`config.mk`:
```
export PLATFORM = sky130hd
export DESIGN_NAME = control_unit_mc
export DESIGN_NICKNAME = d
export VERILOG_FILES = /design/src/rtl/control_unit_pkg.sv /design/src/rtl/mem_wait_timer.sv /design/src/rtl/control_unit_mc.sv
export SDC_FILE = /design/constraint.sdc
export NUM_CORES = 1
export LEC_CHECK = 0
export CAP_MARGIN = 30
export CORE_MARGIN = 5
export CORE_UTILIZATION = 27
export DETAILED_ROUTE_END_ITERATION = 8
export GPL_ROUTABILITY_DRIVEN = 0
export GPL_TIMING_DRIVEN = 0
export PLACE_DENSITY_LB_ADDON = 0.15
export SLEW_MARGIN = 20
export SYNTH_ARGS = -nofsm -noshare
export SYNTH_HDL_FRONTEND = slang
export SYNTH_SLANG_ARGS = --single-unit
```
`constraint.sdc`:
```
create_clock -name clock -period 1.35 [get_ports clock]
set_input_delay 0.27 -clock clock [delete_from_list [all_inputs] [get_ports clock]]
set_output_delay 0.27 -clock clock [all_outputs]
set_load 0.02 [all_outputs]
```
`src/rtl/control_unit_pkg.sv`:
```
// Shared definitions for the multicycle control unit.
//
// Contents:
//   state_e     - FSM states (RST, FETCH, DECODE, MEM, WB, BR, HALT, ERR)
//   OP_*        - 4-bit opcode constants; wider opcodes are these zero-extended
//   PC_*        - pc_op encodings driven to the program counter
//   is_legal()  - true for any defined 4-bit opcode
//   is_alu()    - true for the ALU opcode range 3..7
package control_unit_pkg;

  typedef enum logic [2:0] {
    ST_RST    = 3'd0,
    ST_FETCH  = 3'd1,
    ST_DECODE = 3'd2,
    ST_MEM    = 3'd3,
    ST_WB     = 3'd4,
    ST_BR     = 3'd5,
    ST_HALT   = 3'd6,
    ST_ERR    = 3'd7
  } state_e;

  localparam logic [3:0] OP_NOP    = 4'd0;
  localparam logic [3:0] OP_LOAD   = 4'd1;
  localparam logic [3:0] OP_STORE  = 4'd2;
  localparam logic [3:0] OP_ALU_LO = 4'd3;
  localparam logic [3:0] OP_ALU_HI = 4'd7;
  localparam logic [3:0] OP_LOADI  = 4'd8;
  localparam logic [3:0] OP_JMP    = 4'd9;
  localparam logic [3:0] OP_BRZ    = 4'd10;
  localparam logic [3:0] OP_HALT   = 4'd15;

  localparam logic [1:0] PC_HOLD = 2'b00;
  localparam logic [1:0] PC_INC  = 2'b01;
  localparam logic [1:0] PC_LOAD = 2'b10;
  localparam logic [1:0] PC_CLR  = 2'b11;

  function automatic logic is_alu(input logic [3:0] op);
    return (op >= OP_ALU_LO) && (op <= OP_ALU_HI);
  endfunction

  // Opcodes 11..14 are unassigned; everything else in the 4-bit space is defined.
  function automatic logic is_legal(input logic [3:0] op);
    logic ok;
    ok = 1'b0;
    if (op == OP_NOP || op == OP_LOAD || op == OP_STORE || is_alu(op) ||
        op == OP_LOADI || op == OP_JMP || op == OP_BRZ || op == OP_HALT) begin
      ok = 1'b1;
    end
    return ok;
  endfunction

endpackage

```
`src/rtl/mem_wait_timer.sv`:
```
// Memory wait-state timer for the multicycle control unit.
//
// Counts cycles in which the controller is waiting on mem_ready and flags the
// cycle in which the wait budget is used up.
//
// Ports:
//   clock    in  - rising-edge clock
//   reset    in  - asynchronous active-low reset, clears the count
//   clear    in  - restart the count (asserted on every FSM state change)
//   wait_en  in  - this cycle is a wait cycle (access pending, mem_ready low)
//   expired  out - this wait cycle is the MEM_TIMEOUT-th one; low when MEM_TIMEOUT=0
module mem_wait_timer #(
  parameter int MEM_TIMEOUT = 15
) (
  input  logic clock,
  input  logic reset,
  input  logic clear,
  input  logic wait_en,
  output logic expired
);

  localparam int CW = (MEM_TIMEOUT > 0) ? $clog2(MEM_TIMEOUT + 1) : 1;
  // Count value present during the last permitted wait cycle. The first wait
  // cycle sees a count of zero, so the MEM_TIMEOUT-th sees MEM_TIMEOUT-1.
  localparam logic [CW-1:0] LAST = CW'((MEM_TIMEOUT > 0) ? (MEM_TIMEOUT - 1) : 0);
  localparam logic TIMEOUT_ON = (MEM_TIMEOUT > 0);

  logic [CW-1:0] count_q;
  logic [CW-1:0] count_d;

  // Next count: clear wins, otherwise advance on wait cycles and saturate at
  // LAST so a disabled or already-expired timer never wraps.
  always_comb begin
    count_d = count_q;
    if (clear) begin
      count_d = '0;
    end else if (wait_en && (count_q != LAST)) begin
      count_d = count_q + CW'(1);
    end
  end

  always_ff @(posedge clock or negedge reset) begin
    if (!reset) begin
      count_q <= '0;
    end else begin
      count_q <= count_d;
    end
  end

  assign expired = TIMEOUT_ON && wait_en && (count_q == LAST);

endmodule

```
`src/rtl/control_unit_mc.sv`:
```
// Multicycle control unit for the task CPU.
//
// Sequences FETCH -> DECODE -> (MEM / WB / BR) for each instruction and drives
// the datapath strobes as combinational decodes of the current state, the
// latched opcode, mem_ready and flag. Memory accesses wait on mem_ready and
// are bounded by a wait timer; a timeout or an illegal opcode (when
// ILLEGAL_HALT=1) parks the core in ERR until reset.
//
// Parameters:
//   OPW          - opcode width (>= 4); bits above bit 3 must be zero
//   MEM_TIMEOUT  - maximum wait cycles on mem_ready, 0 disables the timeout
//   ILLEGAL_HALT - 1: illegal opcode enters ERR, 0: it behaves as NOP
//
// Ports:
//   clock, reset (async active-low)
//   opcode     in  - instruction-register opcode, sampled in DECODE
//   flag       in  - ALU zero flag, sampled in BR for BRZ
//   mem_ready  in  - memory completes the current access this cycle
//   inst_wr    out - instruction-register load
//   decoder_en out - instruction decoder enable
//   reg_en     out - register-file enable
//   rD_wr      out - destination-register write
//   imm_en     out - writeback mux selects the immediate
//   mem_rd     out - memory read request
//   mem_wr     out - memory write request
//   adrs_ctrl  out - address mux, 0 = PC, 1 = operand address
//   pc_op      out - 00 hold, 01 increment, 10 load target, 11 clear
//   halted     out - core stopped (HALT or ERR)
//   bus_err    out - sticky timeout / illegal-opcode error
module control_unit_mc
  import control_unit_pkg::*;
#(
  parameter int OPW          = 4,
  parameter int MEM_TIMEOUT  = 15,
  parameter int ILLEGAL_HALT = 1
) (
  input  logic           clock,
  input  logic           reset,
  input  logic [OPW-1:0] opcode,
  input  logic           flag,
  input  logic           mem_ready,
  output logic           inst_wr,
  output logic           decoder_en,
  output logic           reg_en,
  output logic           rD_wr,
  output logic           imm_en,
  output logic           mem_rd,
  output logic           mem_wr,
  output logic           adrs_ctrl,
  output logic [1:0]     pc_op,
  output logic           halted,
  output logic           bus_err
);

  state_e     state_q;
  state_e     state_d;
  logic [3:0] op_q;
  logic [3:0] op_d;

  logic opLegal;
  logic timerClear;
  logic timerWait;
  logic timerExpired;

  // Only the low nibble carries a defined opcode; any set bit above it makes
  // the instruction illegal regardless of the low nibble.
  assign opLegal = ((opcode >> 4) == '0) && is_legal(opcode[3:0]);

  // The timer restarts whenever the FSM changes state and counts only while a
  // memory access is outstanding without completion.
  assign timerClear = (state_d != state_q);
  assign timerWait  = ((state_q == ST_FETCH) || (state_q == ST_MEM)) && !mem_ready;

  mem_wait_timer #(
    .MEM_TIMEOUT(MEM_TIMEOUT)
  ) u_wait_timer (
    .clock  (clock),
    .reset  (reset),
    .clear  (timerClear),
    .wait_en(timerWait),
    .expired(timerExpired)
  );

  // State and opcode registers. Reset forces RST immediately so any pending
  // memory request drops in the same cycle.
  always_ff @(posedge clock or negedge reset) begin
    if (!reset) begin
      state_q <= ST_RST;
      op_q    <= '0;
    end else begin
      state_q <= state_d;
      op_q    <= op_d;
    end
  end

  // Next-state and output decode. Everything defaults to idle; each state
  // raises only the strobes it owns. A mem_ready in the timeout cycle is
  // checked first so a late completion still succeeds.
  always_comb begin
    state_d    = state_q;
    op_d       = op_q;
    inst_wr    = 1'b0;
    decoder_en = 1'b0;
    reg_en     = 1'b0;
    rD_wr      = 1'b0;
    imm_en     = 1'b0;
    mem_rd     = 1'b0;
    mem_wr     = 1'b0;
    adrs_ctrl  = 1'b0;
    pc_op      = PC_HOLD;
    halted     = 1'b0;
    bus_err    = 1'b0;

    case (state_q)
      ST_RST: begin
        pc_op   = PC_CLR;
        state_d = ST_FETCH;
      end

      ST_FETCH: begin
        mem_rd    = 1'b1;
        adrs_ctrl = 1'b0;
        if (mem_ready) begin
          inst_wr = 1'b1;
          pc_op   = PC_INC;
          state_d = ST_DECODE;
        end else if (timerExpired) begin
          state_d = ST_ERR;
        end
      end

      ST_DECODE: begin
        decoder_en = 1'b1;
        reg_en     = 1'b1;
        op_d       = opcode[3:0];
        if (!opLegal) begin
          state_d = (ILLEGAL_HALT != 0) ? ST_ERR : ST_FETCH;
        end else if (opcode[3:0] == OP_LOAD || opcode[3:0] == OP_STORE) begin
          state_d = ST_MEM;
        end else if (is_alu(opcode[3:0]) || opcode[3:0] == OP_LOADI) begin
          state_d = ST_WB;
        end else if (opcode[3:0] == OP_JMP || opcode[3:0] == OP_BRZ) begin
          state_d = ST_BR;
        end else if (opcode[3:0] == OP_HALT) begin
          state_d = ST_HALT;
        end else begin
          state_d = ST_FETCH;
        end
      end

      ST_MEM: begin
        adrs_ctrl = 1'b1;
        mem_rd    = (op_q == OP_LOAD);
        mem_wr    = (op_q == OP_STORE);
        if (mem_ready) begin
          state_d = (op_q == OP_LOAD) ? ST_WB : ST_FETCH;
        end else if (timerExpired) begin
          state_d = ST_ERR;
        end
      end

      ST_WB: begin
        rD_wr   = 1'b1;
        reg_en  = 1'b1;
        imm_en  = (op_q == OP_LOADI);
        state_d = ST_FETCH;
      end

      ST_BR: begin
        if ((op_q == OP_JMP) || ((op_q == OP_BRZ) && flag)) begin
          pc_op = PC_LOAD;
        end
        state_d = ST_FETCH;
      end

      ST_HALT: begin
        halted = 1'b1;
      end

      ST_ERR: begin
        halted  = 1'b1;
        bus_err = 1'b1;
      end

      default: begin
        state_d = ST_ERR;
      end
    endcase
  end

endmodule

```
==> out/qor.yml <==
run_status:
  outcome: "finished, violations left"
  violations: "setup timing"
detailed_routing:
  dr_total_vias: 948
  dr.pass1.iters: 4
  drtIter0Drc: 16
  avgRoutedWirePerCell_um: 15.8
  vias_per_cell: 5.07
  totalWireLength_um: 2960
  ant_nets: 0
  drc_errors: 0
pwr:
  p_leak_nw: 0.767
  p_total_mw: 3.69
  ir_worst_vdd_uv: 1690
  p_per_area_nw_per_um2: 2260
die:
  die_h_um: 63.9
  start_util_pct: 28.3
  core_area_um2: 2780
  ios: 20
  die_w_um: 63.9
  row_count: 19
  dieArea_um2: 4090
timing:
  clock-skew-final_ns: 0.00663
  hold_viol_final: 0
  fin_crit_sh_pct: 123
  clock.fmax_mhz: 602
  tightest_slew_ns: 0.549
  rsz0062_at_grt: "true"
  slew-limit-headroom_pct: 63.3
  finalWorstSetupSlack_ns: -0.312
  min_period_ns: 1.66
  finalSetupViolCount: 16
  drv_slew: 0
final_layout:
  fin_area_um2: 1630
  drive_gt1_share_pct: 62.2
  fill_cells: 239
  syn2layout_area_growth_pct: 108
  nNetsFinal: 167
  antenna_cells: 0
global_routing:
  gr-total-overflow: 0
  first_global_vias: 968
  grt_max_degree: 12
  antenna_found_initial: 0
  grt_pass1_wl_um: 4300
  grt.total_usage_pct: 12.9
placement:
  dpl.hpwl_um: 1490
  numPortBuffers: 19
  placed_area_um2: 1040
critical_path:
  r2r_start: "state_q[2]$_DFF_PN0_"
  critPathMaxFanout: 2
  reg2reg_slack_ns: -0.15
  worst_setup_path_start_kind: "flop"
  arrival_ns: 1.39
  worstSetupPathType: "flop to output port"
  crit_required_ns: 1.08
  r2r.worst_path.cells: 6
  cp-end-kind: "output port"
  r2r_end: "u_wait_timer.count_q[2]$_DFFE_PN0P_"
job:
  max_cap_viol_count: 0
yosys:
  syn_inst: 95
  synth.yosys.warnings: 0
  syn_area_um2: 786
  synth_cell_type_count: 31
  syn-num-nets: 105
  seq_area_frac_synth_pct: 35.0
  syn_area_per_cell_um2: 8.27
  ys_ff_latch: 11
worst_hold_path:
  holdCritPathClass: "input port to async pin"
clocking:
  insertion_delay_ns: 0.27
  cts_sinks: 11
  cts_made_buffers: 3
  htree_levels: 1
  path_clk_slew_ns: 0.07
  root_buffer: "clkbuf_4"
  cts_tree: "done"
  clockBufferDepth: 2
power by group:
part / switching, mW / internal, mW / leakage [nW] / total [mW]
Combinational: 1.27 / 1.58 / 0.617 / 2.84
Sequential: 0.155 / 0.463 / 0.135 / 0.618
Clock: 0.112 / 0.114 / 0.0150 / 0.226
Total: 1.53 / 2.16 / 0.767 / 3.69
routing by layer:
metal  GRT usage, %  routed length [um]  vias up
met5              0                   0        -
met4           5.45                  44        0
met3           1.58                  91        4
met2           22.2                1520       21
met1           16.1                1300      467
li1               -                   -      456
cell families after synthesis:
group / count (synthesis) / synth area share (%)
muxes: 2 / 2.55
buffers and inverters: 9 / 4.62
xor gates and xnor gates: 3 / 3.34
adders and majority gates: 2 / 3.18
and+or+nand+nor: 53 / 36.9
AOI/OAI and AO/OA: 15 / 14.3
DFF: 11 / 35.0
placed cells by master, fill, tap and decap left out, types with 3 or more instances in the layout:
cell type / n
and2_4: 3
buf_4: 28
buf_6: 23
clkbuf_4: 3
dfrtp_1: 7
dfrtp_2: 4
dlygate4sd2_1: 4
inv_1: 3
nand2_1: 13
nand2b_1: 3
nor2_1: 4
nor3_2: 4
cell type report:
cell class / instances / area [um^2] / area share, %
Timing Repair Buffer: 57 / 532 / 32.6
Tap cell: 31 / 38.8 / 2.38
Clock buffer: 4 / 26.3 / 1.61
Multi-Input combinational cell: 75 / 688 / 42.1
Buffer: 3 / 37.5 / 2.30
Sequential cell: 11 / 280 / 17.2
Inverter: 6 / 30.0 / 1.84
synth_stat cells (all sizes together):
library cell / instances / area (um^2)
nand2: 16 / 60.1
dfrtp: 11 / 275
nor2: 7 / 26.3
inv: 6 / 22.5
nand2b: 5 / 31.3
nor3: 5 / 25.0
and4b: 4 / 40.0
o21ai: 4 / 20.0
a21oi: 3 / 15.0
and2: 3 / 18.8
and3: 3 / 18.8
a211oi: 2 / 15.0
buf: 2 / 10.0
ha: 2 / 25.0
mux2i: 2 / 20.0
nand3: 2 / 10.0
nor2b: 2 / 12.5
nor3b: 2 / 15.0
xnor2: 2 / 17.5
a2111oi: 1 / 8.76
a22o: 1 / 8.76
a22oi: 1 / 12.5
a311o: 1 / 10.0
clkbuf: 1 / 3.75
nand3b: 1 / 7.51
nand4: 1 / 6.26
nor4b: 1 / 8.76
o2111ai: 1 / 15.0
o211ai: 1 / 7.51
or4b: 1 / 10.0
xor2: 1 / 8.76
registers in the layout, summed over array words and instances (netlist names):
register and flops:
op_q 4, u_wait_timer.count_q 4, state_q 3
through the flow:
stage | hold slack, ns | instances | setup slack, ns | TNS (ns) | utilization (%)
2_1_floorplan | -0.0256 | 95 | -0.150 | -0.516 | -
3_3_place_gp | 0.562 | 145 | -0.815 | -9.23 | 37.3
3_5_place_dp | 0.555 | 145 | -0.814 | -9.36 | 37.3
4_1_cts | 0.356 | 173 | -0.333 | -2.91 | 51.9
5_1_grt | 0.391 | 187 | -0.380 | -4.04 | 58.7
6_report | 0.355 | 187 | -0.312 | -2.99 | 58.7
worst max-delay path: stages (launching register included):
cell and delay, ns:
dfrtp_1 0.40, nor4b_4 0.32, nand2b_4 0.18, and2_4 0.13
buf_6 0.10
worst max-delay path by stage:
stage                              start      end  slack (ns)  cells after the start
finish               op_q[2]$_DFFE_PN0P_   mem_rd       -0.31                      4
floorplan           state_q[2]$_DFF_PN0_  inst_wr       -0.15                      3
detailed placement             mem_ready  inst_wr       -0.81                      4
global placement               mem_ready  inst_wr       -0.82                      4
global route         op_q[2]$_DFFE_PN0P_   mem_rd       -0.38                      4
CTS                  op_q[2]$_DFFE_PN0P_   mem_rd       -0.33                      4
repair_timing:
action                                  4_1_cts  5_1_grt
setup buffers                                24       15
hold buffers                                  0        0
pin swaps                                    19       19
resized for setup                           123       24
cloned                                        1        0
endpoints found under the setup margin       18       19
No activity file was read; power rests on OpenSTA's default activity.
